[src/rtl/seven_seg_scan_ctrl_if.sv]
// seven_seg_scan_ctrl_if: load handshake, scan controls and display drive of the scan controller
interface seven_seg_scan_ctrl_if #(
  parameter int NUM_DIGITS = 4
);
  logic                    disp_en;
  logic                    blank_lz;
  logic                    load_valid;
  logic                    load_ready;
  logic [4*NUM_DIGITS-1:0] load_data;
  logic [7:1]              seven;
  logic [NUM_DIGITS-1:0]   digit_an;
  logic                    frame_done;
  modport master (
    output disp_en, blank_lz, load_valid, load_data,
    input  load_ready, seven, digit_an, frame_done
  );
  modport slave (
    input  disp_en, blank_lz, load_valid, load_data,
    output load_ready, seven, digit_an, frame_done
  );
endinterface

[src/rtl/seven_seg_scan_ctrl.sv]
// seven_seg_scan_ctrl: tear-free time-multiplexed BCD scan controller for a multi-digit 7-segment display
module seven_seg_bcd_dec (
  input  logic [3:0] bcd,
  output logic [7:1] seg
);
  // gfedcba patterns; codes above 9 (including the blanking code F) are dark
  always_comb begin
    case (bcd)
      4'd0:    seg = 7'b0111111;
      4'd1:    seg = 7'b0000110;
      4'd2:    seg = 7'b1011011;
      4'd3:    seg = 7'b1001111;
      4'd4:    seg = 7'b1100110;
      4'd5:    seg = 7'b1101101;
      4'd6:    seg = 7'b1111101;
      4'd7:    seg = 7'b0000111;
      4'd8:    seg = 7'b1111111;
      4'd9:    seg = 7'b1101111;
      default: seg = 7'b0000000;
    endcase
  end
endmodule

module seven_seg_scan_ctrl #(
  parameter int NUM_DIGITS   = 4,
  parameter int DIGIT_CYCLES = 1000,
  parameter int BLANK_CYCLES = 8
) (
  input logic                  clk,
  input logic                  rst_n,
  seven_seg_scan_ctrl_if.slave bus
);
  localparam int CW = DIGIT_CYCLES > 1 ? $clog2(DIGIT_CYCLES) : 1;
  localparam int IW = NUM_DIGITS > 1 ? $clog2(NUM_DIGITS) : 1;
  localparam int DW = 4 * NUM_DIGITS;
  typedef enum logic [1:0] {S_OFF, S_BLANK, S_SHOW} state_t;
  localparam state_t SLOT_START = BLANK_CYCLES > 0 ? S_BLANK : S_SHOW;
  state_t                state_q, state_d;
  logic [CW-1:0]         cnt_q, cnt_d;
  logic [IW-1:0]         idx_q, idx_d;
  logic [DW-1:0]         disp_q, disp_d, pend_q, pend_d;
  logic                  pending_q, pending_d;
  logic                  blz_q, blz_d;
  logic [7:1]            seven_q, seven_d, seg;
  logic [NUM_DIGITS-1:0] an_q, an_d, lz;
  logic                  frame_done_q, frame_done_d;
  logic                  ready_q;
  logic                  xfer, frame_last;
  logic [3:0]            nib, code;

  seven_seg_bcd_dec u_dec (
    .bcd(code),
    .seg(seg)
  );

  // scan position: every slot restarts with the anti-ghost gap, disable forces OFF with counters at 0
  always_comb begin
    frame_last = state_q == S_SHOW && cnt_q == CW'(DIGIT_CYCLES - 1) && idx_q == IW'(NUM_DIGITS - 1);
    cnt_d = '0;
    idx_d = '0;
    state_d = S_OFF;
    if (bus.disp_en && state_q == S_OFF) begin
      state_d = SLOT_START;
    end else if (bus.disp_en && cnt_q == CW'(DIGIT_CYCLES - 1)) begin
      idx_d = idx_q == IW'(NUM_DIGITS - 1) ? '0 : idx_q + IW'(1);
      state_d = SLOT_START;
    end else if (bus.disp_en) begin
      cnt_d = cnt_q + CW'(1);
      idx_d = idx_q;
      state_d = int'(cnt_d) >= BLANK_CYCLES ? S_SHOW : S_BLANK;
    end
  end

  // loads go straight to the display while off; while scanning they wait for the frame boundary
  always_comb begin
    xfer = bus.load_valid && ready_q;
    disp_d = disp_q;
    pend_d = pend_q;
    pending_d = pending_q;
    if (pending_q && (state_q == S_OFF || frame_last)) begin
      disp_d = pend_q;
      pending_d = 1'b0;
    end else if (xfer && state_q == S_OFF) begin
      disp_d = bus.load_data;
    end else if (xfer) begin
      pend_d = bus.load_data;
      pending_d = 1'b1;
    end
  end

  // next-cycle display drive, so segments and enables register together on one edge
  always_comb begin
    lz = '0;
    for (int i = 0; i < NUM_DIGITS; i++) lz[i] = (disp_d >> (4 * i)) == '0;
    blz_d = state_d == S_SHOW && int'(cnt_d) == BLANK_CYCLES ? bus.blank_lz : blz_q;
    nib = disp_d[{idx_d, 2'b00} +: 4];
    code = idx_d != '0 && blz_d && lz[idx_d] ? 4'hF : nib;
    seven_d = state_d == S_SHOW ? seg : '0;
    an_d = state_d == S_SHOW ? NUM_DIGITS'(1) << idx_d : '0;
    frame_done_d = state_d == S_SHOW && cnt_d == CW'(DIGIT_CYCLES - 1) && idx_d == IW'(NUM_DIGITS - 1);
  end

  // scan FSM, data registers and registered outputs
  always_ff @(posedge clk or negedge rst_n) begin
    if (!rst_n) begin
      state_q      <= S_OFF;
      cnt_q        <= '0;
      idx_q        <= '0;
      disp_q       <= '0;
      pend_q       <= '0;
      pending_q    <= 1'b0;
      blz_q        <= 1'b0;
      seven_q      <= '0;
      an_q         <= '0;
      frame_done_q <= 1'b0;
      ready_q      <= 1'b1;
    end else begin
      state_q      <= state_d;
      cnt_q        <= cnt_d;
      idx_q        <= idx_d;
      disp_q       <= disp_d;
      pend_q       <= pend_d;
      pending_q    <= pending_d;
      blz_q        <= blz_d;
      seven_q      <= seven_d;
      an_q         <= an_d;
      frame_done_q <= frame_done_d;
      ready_q      <= !pending_d;
    end
  end

  assign bus.seven      = seven_q;
  assign bus.digit_an   = an_q;
  assign bus.frame_done = frame_done_q;
  assign bus.load_ready = ready_q;
endmodule

[src/flat_wrapper.sv]
// flat-port wrapper written by rule: the top's interface ports become plain ports
module seven_seg_scan_ctrl_flat 
#(
  parameter int NUM_DIGITS   = 4,
  parameter int DIGIT_CYCLES = 1000,
  parameter int BLANK_CYCLES = 8
)
  (clk, rst_n, bus_disp_en, bus_blank_lz, bus_load_valid, bus_load_data, bus_load_ready, bus_seven, bus_digit_an, bus_frame_done);
  seven_seg_scan_ctrl_if #(.NUM_DIGITS(NUM_DIGITS)) bus_i ();
  input logic clk;
  input logic rst_n;
  input wire logic [$bits(bus_i.disp_en)-1:0] bus_disp_en;
  input wire logic [$bits(bus_i.blank_lz)-1:0] bus_blank_lz;
  input wire logic [$bits(bus_i.load_valid)-1:0] bus_load_valid;
  input wire logic [$bits(bus_i.load_data)-1:0] bus_load_data;
  output wire logic [$bits(bus_i.load_ready)-1:0] bus_load_ready;
  output wire logic [$bits(bus_i.seven)-1:0] bus_seven;
  output wire logic [$bits(bus_i.digit_an)-1:0] bus_digit_an;
  output wire logic [$bits(bus_i.frame_done)-1:0] bus_frame_done;
  assign bus_i.disp_en = bus_disp_en;
  assign bus_i.blank_lz = bus_blank_lz;
  assign bus_i.load_valid = bus_load_valid;
  assign bus_i.load_data = bus_load_data;
  assign bus_load_ready = bus_i.load_ready;
  assign bus_seven = bus_i.seven;
  assign bus_digit_an = bus_i.digit_an;
  assign bus_frame_done = bus_i.frame_done;
  seven_seg_scan_ctrl #(.NUM_DIGITS(NUM_DIGITS), .DIGIT_CYCLES(DIGIT_CYCLES), .BLANK_CYCLES(BLANK_CYCLES)) u_core (.clk(clk), .rst_n(rst_n), .bus(bus_i));
endmodule
[config.mk]
export PLATFORM = sky130hd
export DESIGN_NAME = seven_seg_scan_ctrl_flat
export DESIGN_NICKNAME = d
export VERILOG_FILES = /design/src/rtl/seven_seg_scan_ctrl_if.sv /design/src/rtl/seven_seg_scan_ctrl.sv /design/src/flat_wrapper.sv
export SDC_FILE = /design/constraint.sdc
export NUM_CORES = 1
export LEC_CHECK = 0
export ABC_AREA = 1
export ABC_CLOCK_PERIOD_IN_PS = 3590
export CELL_PAD_IN_SITES_DETAIL_PLACEMENT = 0
export CELL_PAD_IN_SITES_GLOBAL_PLACEMENT = 1
export CORE_MARGIN = 5
export CORE_UTILIZATION = 35
export DETAILED_ROUTE_END_ITERATION = 10
export PLACE_DENSITY_LB_ADDON = 0.1
export SYNTH_ARGS = -nofsm -noshare
export SYNTH_HDL_FRONTEND = slang
export SYNTH_SLANG_ARGS = --single-unit
[constraint.sdc]
create_clock -name clk -period 3.59 [get_ports clk]
set_input_delay 0.5385 -clock clk [delete_from_list [all_inputs] [get_ports clk]]
set_output_delay 0.5385 -clock clk [all_outputs]
set_load 0.03 [all_outputs]
### Yosys cells after proc, flatten, opt, wreduce, memory -nomap -nowiden

Memories as Yosys holds them, arrays and structs flattened.
Index checks and enable logic that the tools add are counted.

| operators by class | value |
|---|---|
| reduce and logical (&&, ||, !) cells | 21 |
| $add $sub $neg | 2 |
| mux-type cells | 22 |
| equality and inequality tests | 7 |
| order comparisons | 2 |
| shift-type cells | 2 |
| bitwise operators | 2 |

Operator list:

| kind | count |
|---|---|
| 16-bit logical NOT | 4 |
| 16-bit 2-to-1 mux | 2 |
| 10-bit 2-to-1 mux | 3 |
| 10-bit == test (second input constant) | 2 |
| 2-bit 2-to-1 mux | 8 |
| 16-bit by 5-bit indexed part select with 4-bit output | 1 |
| 1-bit logical AND | 12 |
| 10-bit by 1-bit adder with 10-bit output (second input constant) | 1 |
| 10-bit by 5-bit == test with 1-bit output (second input constant) | 1 |
| 10-bit by 4-bit >= comparator with 1-bit output (second input constant) | 1 |
| 2-bit == test (second input constant) | 4 |
| 4-bit 2-to-1 mux | 2 |
| 7-bit 2-to-1 mux | 1 |
| 1-bit 2-to-1 mux | 5 |
| 1-bit by 2-bit left shift with 4-bit output (first input constant) | 1 |
| 2-bit by 3-bit less-than comparator with 1-bit output (second input constant) | 1 |
| 3-bit AND reduction | 1 |
| 2-bit by 1-bit adder with 2-bit output (second input constant) | 1 |
| 1-bit binary-select mux with 2-bit select | 1 |
| 2-bit logical NOT | 1 |
| 1-bit inverter | 2 |
| 2-bit nonzero test | 1 |
| 1-bit logical NOT | 1 |
| 1-bit logical OR | 1 |

| word-level totals | value |
|---|---|
| memory bits (read-only) | 112 |
| logic and storage cells | 70 |
| input bits | 21 |
| memories | 1 |
| output and inout bits | 13 |
| bits in registers | 61 |

Memory list:

| name | words | width | read ports | clocked after memory_dff | wr ports | RTL line | source |
|---|---|---|---|---|---|---|---|
| (no name shown) | 16 | 7 | 1 | 0 | 0 | seven_seg_scan_ctrl.sv:8 | `case (bcd)` |

### Depth between registers and ports, before layout

Gate-level depths: netlist (run 1).
An unclocked memory read counts as a cell.

| logic depth | value |
|---|---|
| depth in word-level cells | 14 |
| depth in mapped cells | 23 |
| mapped depth without buffers | 21 |

### By module

A second synthesis (run 1) with hierarchy kept.

| unflattened totals | value |
|---|---|
| cell total of the unflattened synthesis | 433 |
| area total of the unflattened synthesis | 3,300.7 um^2 |

By module, submodules not included:

| module | seq. area each (um^2) | instances | area an instance (um^2) | cells each |
|---|---|---|---|---|
| seven_seg_scan_ctrl | 1,527.7 | 1 | 3,090.5 | 394 |
| seven_seg_bcd_dec | 0.0 | 1 | 210.2 | 39 |

### Least setup slack after synthesis (run 1)

Ideal clock, no wire load.

| path | value |
|---|---|
| path type | register to register |
| start | register u_core.cnt_q[0] |
| end | register u_core.seven_q (netlist bit u_core.bus.seven[4]) |
| stages on the path, launching flop included | 21 |
| clock period less this slack | 2,616 ps |
| slack | 974 ps |
| required time | 3,521 ps |
| library setup time | 69 ps |
| arrival time | 2,547 ps |
| path buffers | 2 |
| path through | dfrtp_1 -> ha_1 -> nand2_2 -> nor2_4 -> nand3_4 -> nand2_4 -> nand2_4 -> buf_6 -> nand2_1 -> nand2_2 -> a21oi_2 -> nand2_1 -> nor2_1 -> nand3_2 -> buf_6 -> nand2_1 -> inv_1 -> ha_1 -> a21oi_2 -> nor2_1 -> nor2_2 |

| between the ends | value |
|---|---|
| elaborated cells between the ends (all ways) | 35 |
| classes of those cells | add/sub: 1; order compare: 1; eq/ne: 3; shift: 1; mux: 15; reduce/logical: 13; memory: 1 |

RTL lines:

| what | RTL line | source |
|---|---|---|
| from (decl) | seven_seg_scan_ctrl.sv:39 | `logic [CW-1:0] cnt_q, cnt_d;` |
| from (signal assigned) | seven_seg_scan_ctrl.sv:119 | `cnt_q <= cnt_d;` |
| 10-bit == test * | seven_seg_scan_ctrl.sv:58 | `frame_last = state_q == S_SHOW && cnt_q == CW'(DIGIT_CYCLES - 1) && idx_q == IW'(NUM_DIGITS - 1);` |
| 1-bit logical AND * (2 in a row) | seven_seg_scan_ctrl.sv:58 |  |
| 1-bit logical OR * | seven_seg_scan_ctrl.sv:80 | `if (pending_q && (state_q == S_OFF \|\| frame_last)) begin` |
| 1-bit logical AND * | seven_seg_scan_ctrl.sv:80 |  |
| 16-bit 2-to-1 mux * | seven_seg_scan_ctrl.sv:80 |  |
| net u_core.disp_d[14] | seven_seg_scan_ctrl.sv:41 | `logic [DW-1:0] disp_q, disp_d, pend_q, pend_d;` |
| 16-bit logical NOT | seven_seg_scan_ctrl.sv:94 | `for (int i = 0; i < NUM_DIGITS; i++) lz[i] = (disp_d >> (4 * i)) == '0;` |
| 1-bit binary-select mux with 2-bit select | seven_seg_scan_ctrl.sv:97 | `code = idx_d != '0 && blz_d && lz[idx_d] ? 4'hF : nib;` |
| 1-bit 2-to-1 mux (implied by the code) | seven_seg_scan_ctrl.sv:97 |  |
| 1-bit logical AND | seven_seg_scan_ctrl.sv:97 |  |
| 4-bit 2-to-1 mux * | seven_seg_scan_ctrl.sv:97 |  |
| memory read 16 x 7 bit * | n/a |  |
| 7-bit 2-to-1 mux * | seven_seg_scan_ctrl.sv:98 | `seven_d = state_d == S_SHOW ? seg : '0;` |
| net u_core.seven_d, one bit | seven_seg_scan_ctrl.sv:44 | `logic [7:1] seven_q, seven_d, seg;` |
| to (signal assigned) | seven_seg_scan_ctrl.sv:125 | `seven_q <= seven_d;` |
| to (decl) | seven_seg_scan_ctrl.sv:44 |  |

The timed path passes the listed nets; every way through them passes the cells marked *. The select of a mux whose other input is x is not followed.
A chain may end at the register's enable or synchronous reset.

### Worst setup path after layout (run 1)

| path | value |
|---|---|
| start | register u_core.cnt_q[0] |
| end | register u_core.seven_q (netlist bit u_core.bus.seven[1]) |

The elaborated chain is that of the path after synthesis.

==> impl_metrics.py, run 1 <==
metrics = {
    "status": {
        "status": "finished clean",
    },
    "power": {
        "p_int_mw": 1.438,
        "p_sw_share_pct": 35.90,
        "comb_power_share_pct": 33.9,
        "p_leak_nw": 1.902,
        "seq_power_share_pct": 42.3,
        "fin_total_pwr_mw": 2.243,
        "power_per_cell_area_mw_per_mm2": 588.5,
        "total_switching_power_mw": 0.8052,
        "vdd_ir_drop_max_v": 0.0003319,
        "power_frac_clock_pct": 23.7,
    },
    "sta": {
        "finalSetupViolations": 0,
        "max_freq_mhz": 335.6,
        "finalWorstPathRequiredPeriod_ns": 2.980,
        "period_share_pct": 83.00,
        "final-hold-violation-count": 0,
        "worst_slack_setup_final_ns": 0.6102,
        "finClkSkew_ns": 0.01110,
        "tightestPinTransition_ns": 0.9101,
        "rsz0062_at_grt": "no",
        "slew_viol_final": 0,
        "setup-tns-final_ns": 0,
        "slew_headroom_pct": 39.15,
    },
    "clock_tree": {
        "ctsLongestPathBuffers": 2,
        "cts_tree": "done",
        "cts_hold_repair.buffers": 0,
        "cts.clk_slew.worst_paths_ns": 0.07,
        "cts_sinks": 61,
        "clock_tree.root_cell": "clkbuf_8",
        "cts_htree_levels": 3,
        "cts_buffers": 9,
        "cts_resized": 0,
        "post_cts_setup_bufs": 0,
        "worst_skew_pair.late_latency_ns": 0.33,
    },
    "routing": {
        "wl_per_cell_um": 13.29,
        "vias": 2609,
        "ant_nets": 0,
        "drcViolationCount": 0,
        "detail_route.wirelength_mm": 7.453,
        "drt-vias-per-instance": 4.651,
        "drt_iter0_drc": 119,
        "first_pass_iters": 4,
    },
    "critical_path": {
        "worst_setup_path_end_kind": "flop",
        "critical_path.reg2reg.startpoint": "u_core.cnt_q[0]",
        "crit_path_max_incr_delay_ns": 0.44,
        "crit_required_ns": 3.81,
        "critical_path_peak_fanout": 22,
        "reg2regPathDepth": 21,
        "criticalPathCategory": "reg -> reg",
        "critical_path.n_buffers_inverters": 3,
        "cp_data_arrival_time_ns": 3.20,
        "start_kind": "flop",
        "worstSetupPathDepth": 21,
        "worst_r2r_endpoint": "u_core.bus.seven[1]",
        "cell_type_group_with_the_largest_total_delay_on_the_critical_path": "simple AND/OR/NAND/NOR gates",
        "reg2reg_setup_slack_ns": 0.61,
        "path_common_cell": "nand2_1",
        "series_of_cell_instances_along_the_critical_path": "ha_1 -> nand2_2 -> nor2_4 -> nand3_4 -> nand2_4 -> nand2_4 -> inv_1 -> nand2_1 -> nand2_1 -> nor2_1 -> nand2_1 -> nand2_1 -> nand3_2 -> nand2_1 -> inv_1 -> ha_1 -> inv_1 -> nand2_1 -> nand3_1 -> nor2_1 -> nor2_2",
        "worst_path_max_delay_cell": "dfrtp_1",
    },
    "layout": {
        "final_layout_size_suffix_gt1_share_pct": 10.00,
        "nFillCells": 987,
        "fin_nets": 476,
        "synthToLayoutAreaGrowth_pct": 18.57,
        "antenna_diode_instance_count": 0,
    },
    "die": {
        "fp.dieW_um": 105.8,
        "start_util_pct": 35.29,
        "core_region_area_sq_mm": 0.009109,
        "dieArea_sq_mm": 0.01120,
        "std_cell_rows": 35,
        "die_y_um": 105.8,
        "io_pins": 34,
    },
    "logic_synthesis": {
        "synth_area_sq_mm": 0.003214,
        "yosys_warnings": 0,
        "synth-seq-area-share_pct": 47.53,
        "syn_inst": 408,
        "synth_nets": 437,
        "postSynthRegisterBits": 61,
        "yosysTopAreaCellShare_pct": 46.71,
        "biggest_area_consumer_among_synthesized_cells": "dfrtp_1",
        "avg_cell_area_syn_sq_um": 7.878,
        "netlist_top_cells_area": "dfrtp_1 47%, nand2_1 14%, nor2_1 6.4%, inv_1 6.2%, o21ai_0 3.4%",
        "synthDistinctLibCells": 34,
    },
    "hold_path": {
        "holdCritPathClass": "in -> async",
    },
    "flow_run": {
        "maxCapViolCount": 0,
    },
    "placement": {
        "placement.io_buffers": 33,
        "place_congestion": 0.7723,
        "dpl.hpwl_mm": 5.535,
        "dp_slack_ns": 0.2524,
    },
    "grt": {
        "first_global_vias": 2619,
        "grt_overflow_total": 0,
        "largest_net_degree_at_the_start_of_global_routing": 62,
        "initial_antenna_violation_count": 0,
        "global_route_wire_length_before_repair_mm": 12.62,
        "grt_util_all_layers_pct": 14.33,
    },
}
worst max path at each step:
| stage | start | endpoint |
|---|---|---|
| global route | u_core.cnt_q[0] | u_core.bus.seven[1] |
| floorplan | u_core.cnt_q[0] | u_core.bus.seven[4] |
| detailed placement | bus_disp_en | u_core.bus.seven[4] |
| global placement | bus_disp_en | u_core.bus.seven[4] |
| CTS | u_core.cnt_q[0] | u_core.bus.seven[1] |
| finish | u_core.cnt_q[0] | u_core.bus.seven[1] |
cell families (layout without fill, tap and decap cells):
| kind of cell | Yosys count | count (layout) | share of synthesized area, % |
|---|---|---|---|
| xor+xnor | 2 | 2 | 0.5451 |
| simple gates | 227 | 227 | 31.72 |
| fa+ha+maj | 8 | 8 | 3.114 |
| buf+inv | 64 | 106 | 8.485 |
| compound gates | 42 | 42 | 7.201 |
| flops | 61 | 61 | 47.53 |
| mux | 4 | 4 | 1.401 |
cell usage after synthesis, drive strengths merged:
| cell type | instances |
|---|---|
| xnor2 | 1 |
| buf | 7 |
| dfstp | 1 |
| clkinv | 1 |
| o21ai | 27 |
| nand3 | 23 |
| nor4 | 2 |
| nor3 | 4 |
| a21oi | 7 |
| mux2 | 4 |
| nor3b | 1 |
| a21boi | 1 |
| xor2 | 1 |
| nand3b | 3 |
| o22ai | 1 |
| clkbuf | 3 |
| inv | 53 |
| dfrtp | 60 |
| ha | 8 |
| a31oi | 4 |
| nor2 | 61 |
| nand2 | 126 |
| o21bai | 2 |
| nand4 | 7 |
worst reg2reg max path, stage by stage (launching register included):
cell,delay [ns]
dfrtp_1,0.44
ha_1,0.23
nand2_2,0.10
nor2_4,0.17
nand3_4,0.13
nand2_4,0.15
nand2_4,0.18
inv_1,0.26
nand2_1,0.09
nand2_1,0.12
nor2_1,0.05
nand2_1,0.08
nand2_1,0.06
nand3_2,0.09
nand2_1,0.10
inv_1,0.12
ha_1,0.15
inv_1,0.04
nand2_1,0.05
nand3_1,0.09
nor2_1,0.16
nor2_2,0.04
layer usage:
metal | vias to the layer above | GRT usage, % | share of wire, %
met5 | - | 0 | 0
met4 | 0 | 3.793 | 0.47
met3 | 2 | 4.409 | 3.6
met2 | 35 | 22.59 | 47
met1 | 1215 | 19.14 | 49
li1 | 1357 | - | -
stage by stage:
step | area, sq um | hold WS [ns] | utilization [%] | instances
floorplan | 3214 | 0.2429 | - | 408
global placement | 3646 | 0.4683 | 40.03 | 547
detailed placement | 3646 | 0.4708 | 40.03 | 547
CTS | 3811 | 0.4050 | 41.84 | 561
global route | 3811 | 0.4533 | 41.84 | 561
finish | 3811 | 0.3822 | 41.84 | 561
state kept, by name, indices dropped and copies added, names as in the netlist:
signal	cells
u_core.state_q	2
u_core.bus.seven	7
u_core.bus.frame_done	1
u_core.idx_q	2
u_core.disp_q	16
u_core.blz_q	1
u_core.bus.load_ready	1
u_core.pend_q	16
u_core.bus.digit_an	4
u_core.pending_q	1
u_core.cnt_q	10
cell usage in the layout (no fill, tap or decap), drive strengths merged:
| cell type | Yosys | layout |
|---|---|---|
| clkdlybuf4s50 | 0 | 32 |
| o22ai | 1 | 1 |
| nor2 | 61 | 61 |
| ha | 8 | 8 |
| nand4 | 7 | 7 |
| clkbuf | 3 | 12 |
| nand3b | 3 | 3 |
| a31oi | 4 | 4 |
| nor3 | 4 | 4 |
| dfrtp | 60 | 60 |
| a21oi | 7 | 7 |
| nor4 | 2 | 2 |
| inv | 53 | 53 |
| nand2 | 126 | 126 |
| nor3b | 1 | 1 |
| clkinv | 1 | 3 |
| mux2 | 4 | 4 |
| o21bai | 2 | 2 |
| a21boi | 1 | 1 |
| xor2 | 1 | 1 |
| dfstp | 1 | 1 |
| nand3 | 23 | 23 |
| buf | 7 | 6 |
| o21ai | 27 | 27 |
| xnor2 | 1 | 1 |
final cells by class:
cell class                      count  area (sq um)  share of cell area (%)
Sequential cell                    61          1528                   40.09
Multi-Input combinational cell    283          1414                   37.10
Timing Repair Buffer               38         362.8                   9.521
Inverter                           54         202.7                   5.318
Clock buffer                       12         155.1                   4.071
Tap cell                          111         138.9                   3.644
Clock inverter                      2         10.01                  0.2626
power by group through the flow:
stage          Combinational [mW]  Clock, mW  Sequential, mW
6_report                    0.761      0.532           0.950
5_1_grt                     0.887      0.582           0.969
4_1_cts                     0.777      0.555           0.951
3_5_place_dp                0.774          0           0.964
3_3_place_gp                0.767          0           0.959
2_1_floorplan               0.567          0           0.955
Power figures use the tool's default switching activity.
==> run 2, diff against run 1 <==
- ABC_CLOCK_PERIOD_IN_PS: 3590 -> 2960
- clock period: 3.59 -> 2.96 ns (I/O delays scaled with it)
==> run 2 against run 1 <==
Maximum frequency is 10% higher. Combinational power is 41% higher. Global-route usage up 0.40 points. Power increased by 32%. Sequential power is 21% higher. Largest power group unchanged. Highest routed layer unchanged.
==> impl_metrics.py, run 2 (synthesized netlist as in run 1, its figures left out) <==
metrics = {
    "status": {
        "status": "finished clean",
    },
    "grt": {
        "initial_antenna_violation_count": 0,
        "largest_net_degree_at_the_start_of_global_routing": 34,
        "global_route_wire_length_before_repair_mm": 13.11,
        "grt_overflow_total": 0,
        "grt_util_all_layers_pct": 14.73,
        "first_global_vias": 2678,
    },
    "sta": {
        "tightestPinTransition_ns": 0.7166,
        "slew_headroom_pct": 52.23,
        "slew_viol_final": 0,
        "period_share_pct": 91.12,
        "setup-tns-final_ns": 0,
        "worst_slack_setup_final_ns": 0.2628,
        "finClkSkew_ns": 0.006604,
        "rsz0062_at_grt": "no",
        "max_freq_mhz": 370.8,
        "final-hold-violation-count": 0,
        "finalWorstPathRequiredPeriod_ns": 2.697,
        "finalSetupViolations": 0,
        "whs_ns": 0.1530,
    },
    "layout": {
        "layout_commonest_cell": "nand2_1",
        "synthToLayoutAreaGrowth_pct": 26.47,
        "fin_nets": 501,
        "final_core_utilization_pct": 44.63,
        "most-common-layout-cells": "118 x nand2_1, 60 x dfrtp_1, 53 x inv_1, 53 x nor2_1, 32 x clkdlybuf4s50_1",
        "reg_top3": "u_core.disp_q (16), u_core.pend_q (16), u_core.cnt_q (10)",
        "finalNonFillerCells": 587,
        "antenna_diode_instance_count": 0,
        "final_layout_size_suffix_gt1_share_pct": 15.76,
        "finalInstanceArea_sq_mm": 0.004065,
    },
    "clock_tree": {
        "worst_skew_pair.late_latency_ns": 0.34,
        "clock_tree.root_cell": "clkbuf_8",
        "ctsLongestPathBuffers": 2,
        "cts.clk_slew.worst_paths_ns": 0.07,
        "cts_buffers": 9,
        "cts_hold_repair.buffers": 0,
        "cts_htree_levels": 3,
        "cts_sinks": 61,
        "cts_tree": "done",
    },
    "placement": {
        "placed_area_sq_mm": 0.003859,
        "dpl.hpwl_mm": 5.852,
        "place_congestion": 0.7786,
        "placement.io_buffers": 33,
        "dp.cells": 572,
        "dp_slack_ns": -0.05844,
    },
    "die": {
        "core_region_area_sq_mm": 0.009109,
        "io_pins": 34,
        "std_cell_rows": 35,
        "die_y_um": 105.8,
        "dieArea_sq_mm": 0.01120,
        "start_util_pct": 35.29,
        "fp.dieW_um": 105.8,
    },
    "routing": {
        "drt_iter0_drc": 82,
        "detail_route.wirelength_mm": 7.717,
        "ant_nets": 0,
        "vias": 2696,
        "wl_per_cell_um": 13.15,
        "drcViolationCount": 0,
        "first_pass_iters": 4,
        "drt-vias-per-instance": 4.593,
    },
    "flow_run": {
        "maxCapViolCount": 0,
    },
    "power": {
        "comb_power_share_pct": 36.1,
        "p_int_mw": 1.933,
        "vdd_ir_drop_max_v": 0.0003119,
        "seq_power_share_pct": 39.0,
        "fin_total_pwr_mw": 2.956,
        "p_leak_nw": 2.046,
        "total_switching_power_mw": 1.023,
        "p_sw_share_pct": 34.60,
        "power_per_cell_area_mw_per_mm2": 727.1,
        "power_frac_clock_pct": 24.9,
    },
    "critical_path": {
        "start_kind": "flop",
        "criticalPathCategory": "reg -> reg",
        "critical_path.n_buffers_inverters": 2,
        "cp_data_arrival_time_ns": 2.97,
        "critical_path_peak_fanout": 7,
        "worst_setup_path_end_kind": "flop",
        "crit_path_max_incr_delay_ns": 0.38,
        "cell_type_group_with_the_largest_total_delay_on_the_critical_path": "simple AND/OR/NAND/NOR gates",
        "reg2reg_setup_slack_ns": 0.26,
        "crit_required_ns": 3.23,
        "series_of_cell_instances_along_the_critical_path": "ha_2 -> nand2_2 -> nor2_4 -> nand3_4 -> nand2_4 -> buf_4 -> nand3_1 -> nand2_1 -> nand2_1 -> nor2_2 -> nor2_1 -> nor2_1 -> nand3_2 -> nand2_1 -> inv_1 -> ha_1 -> a21oi_2 -> nor2_1 -> nor2_2",
        "worst_path_max_delay_cell": "dfrtp_1",
    },
    "hold_path": {
        "holdCritPathClass": "in -> async",
    },
}
## run 2: cell count changes in the layout (fill, tap and decap cells not counted), sizes merged
| cell | change |
|---|---|
| buf | +25 |
| clkbuf | +3 |
| clkinv | -2 |
## run 2: timing repair
action / CTS / global route
buffers inserted: 0 / 0
setup endpoints to repair: 0 / 5
gates resized for setup: 0 / 4
## run 2: power groups by stage
stage | clock (mW) | combinational [mW] | sequential (mW)
after floorplan | 0 | 0.688 | 1.16
after global placement | 0 | 1.07 | 1.17
after detailed placement | 0 | 1.07 | 1.17
after CTS | 0.752 | 1.07 | 1.15
after global routing | 0.790 | 1.23 | 1.18
final | 0.737 | 1.07 | 1.15
## run 2: path summary, 6_finish.rpt
kind,cells past startpoint,to,start
max in group asynchronous,2,u_core.bus.load_ready,rst_n
worst max register to register,19,u_core.bus.seven[4],u_core.cnt_q[1]
min in group clk,2,u_core.pend_q[9],u_core.pend_q[9]
worst min register to register,2,u_core.pend_q[9],u_core.pend_q[9]
worst max-delay path,19,u_core.bus.seven[4],u_core.cnt_q[1]
worst min-delay path,1,u_core.pend_q[9],rst_n
## run 2: worst register-to-register path: stages, from the launching register on
cell and delay (ns):
dfrtp_1 0.38, ha_2 0.21, nand2_2 0.09, nor2_4 0.16
nand3_4 0.09, nand2_4 0.09, buf_4 0.15, nand3_1 0.08
nand2_1 0.11, nand2_1 0.07, nor2_2 0.13, nor2_1 0.05
nor2_1 0.13, nand3_2 0.11, nand2_1 0.12, inv_1 0.09
ha_1 0.30, a21oi_2 0.13, nor2_1 0.07, nor2_2 0.06
## run 2: cell type report
type | instances | area [sq um]
Fill cell | 982 | 5044
Timing Repair Buffer | 63 | 575.6
Tap cell | 111 | 138.9
Sequential cell | 61 | 1528
Multi-Input combinational cell | 283 | 1424
Inverter | 54 | 202.7
Clock buffer | 15 | 196.4
## run 2: metal layers
metal  wire, um  part of all wire (%)  GRT usage (%)  up-vias
met5          0                     0              0        -
met4        123                   1.6          5.828        0
met3        223                   2.9          2.694        9
met2       3558                    46          23.63       39
met1       3811                    49          19.68     1248
li1           -                     -              -     1400
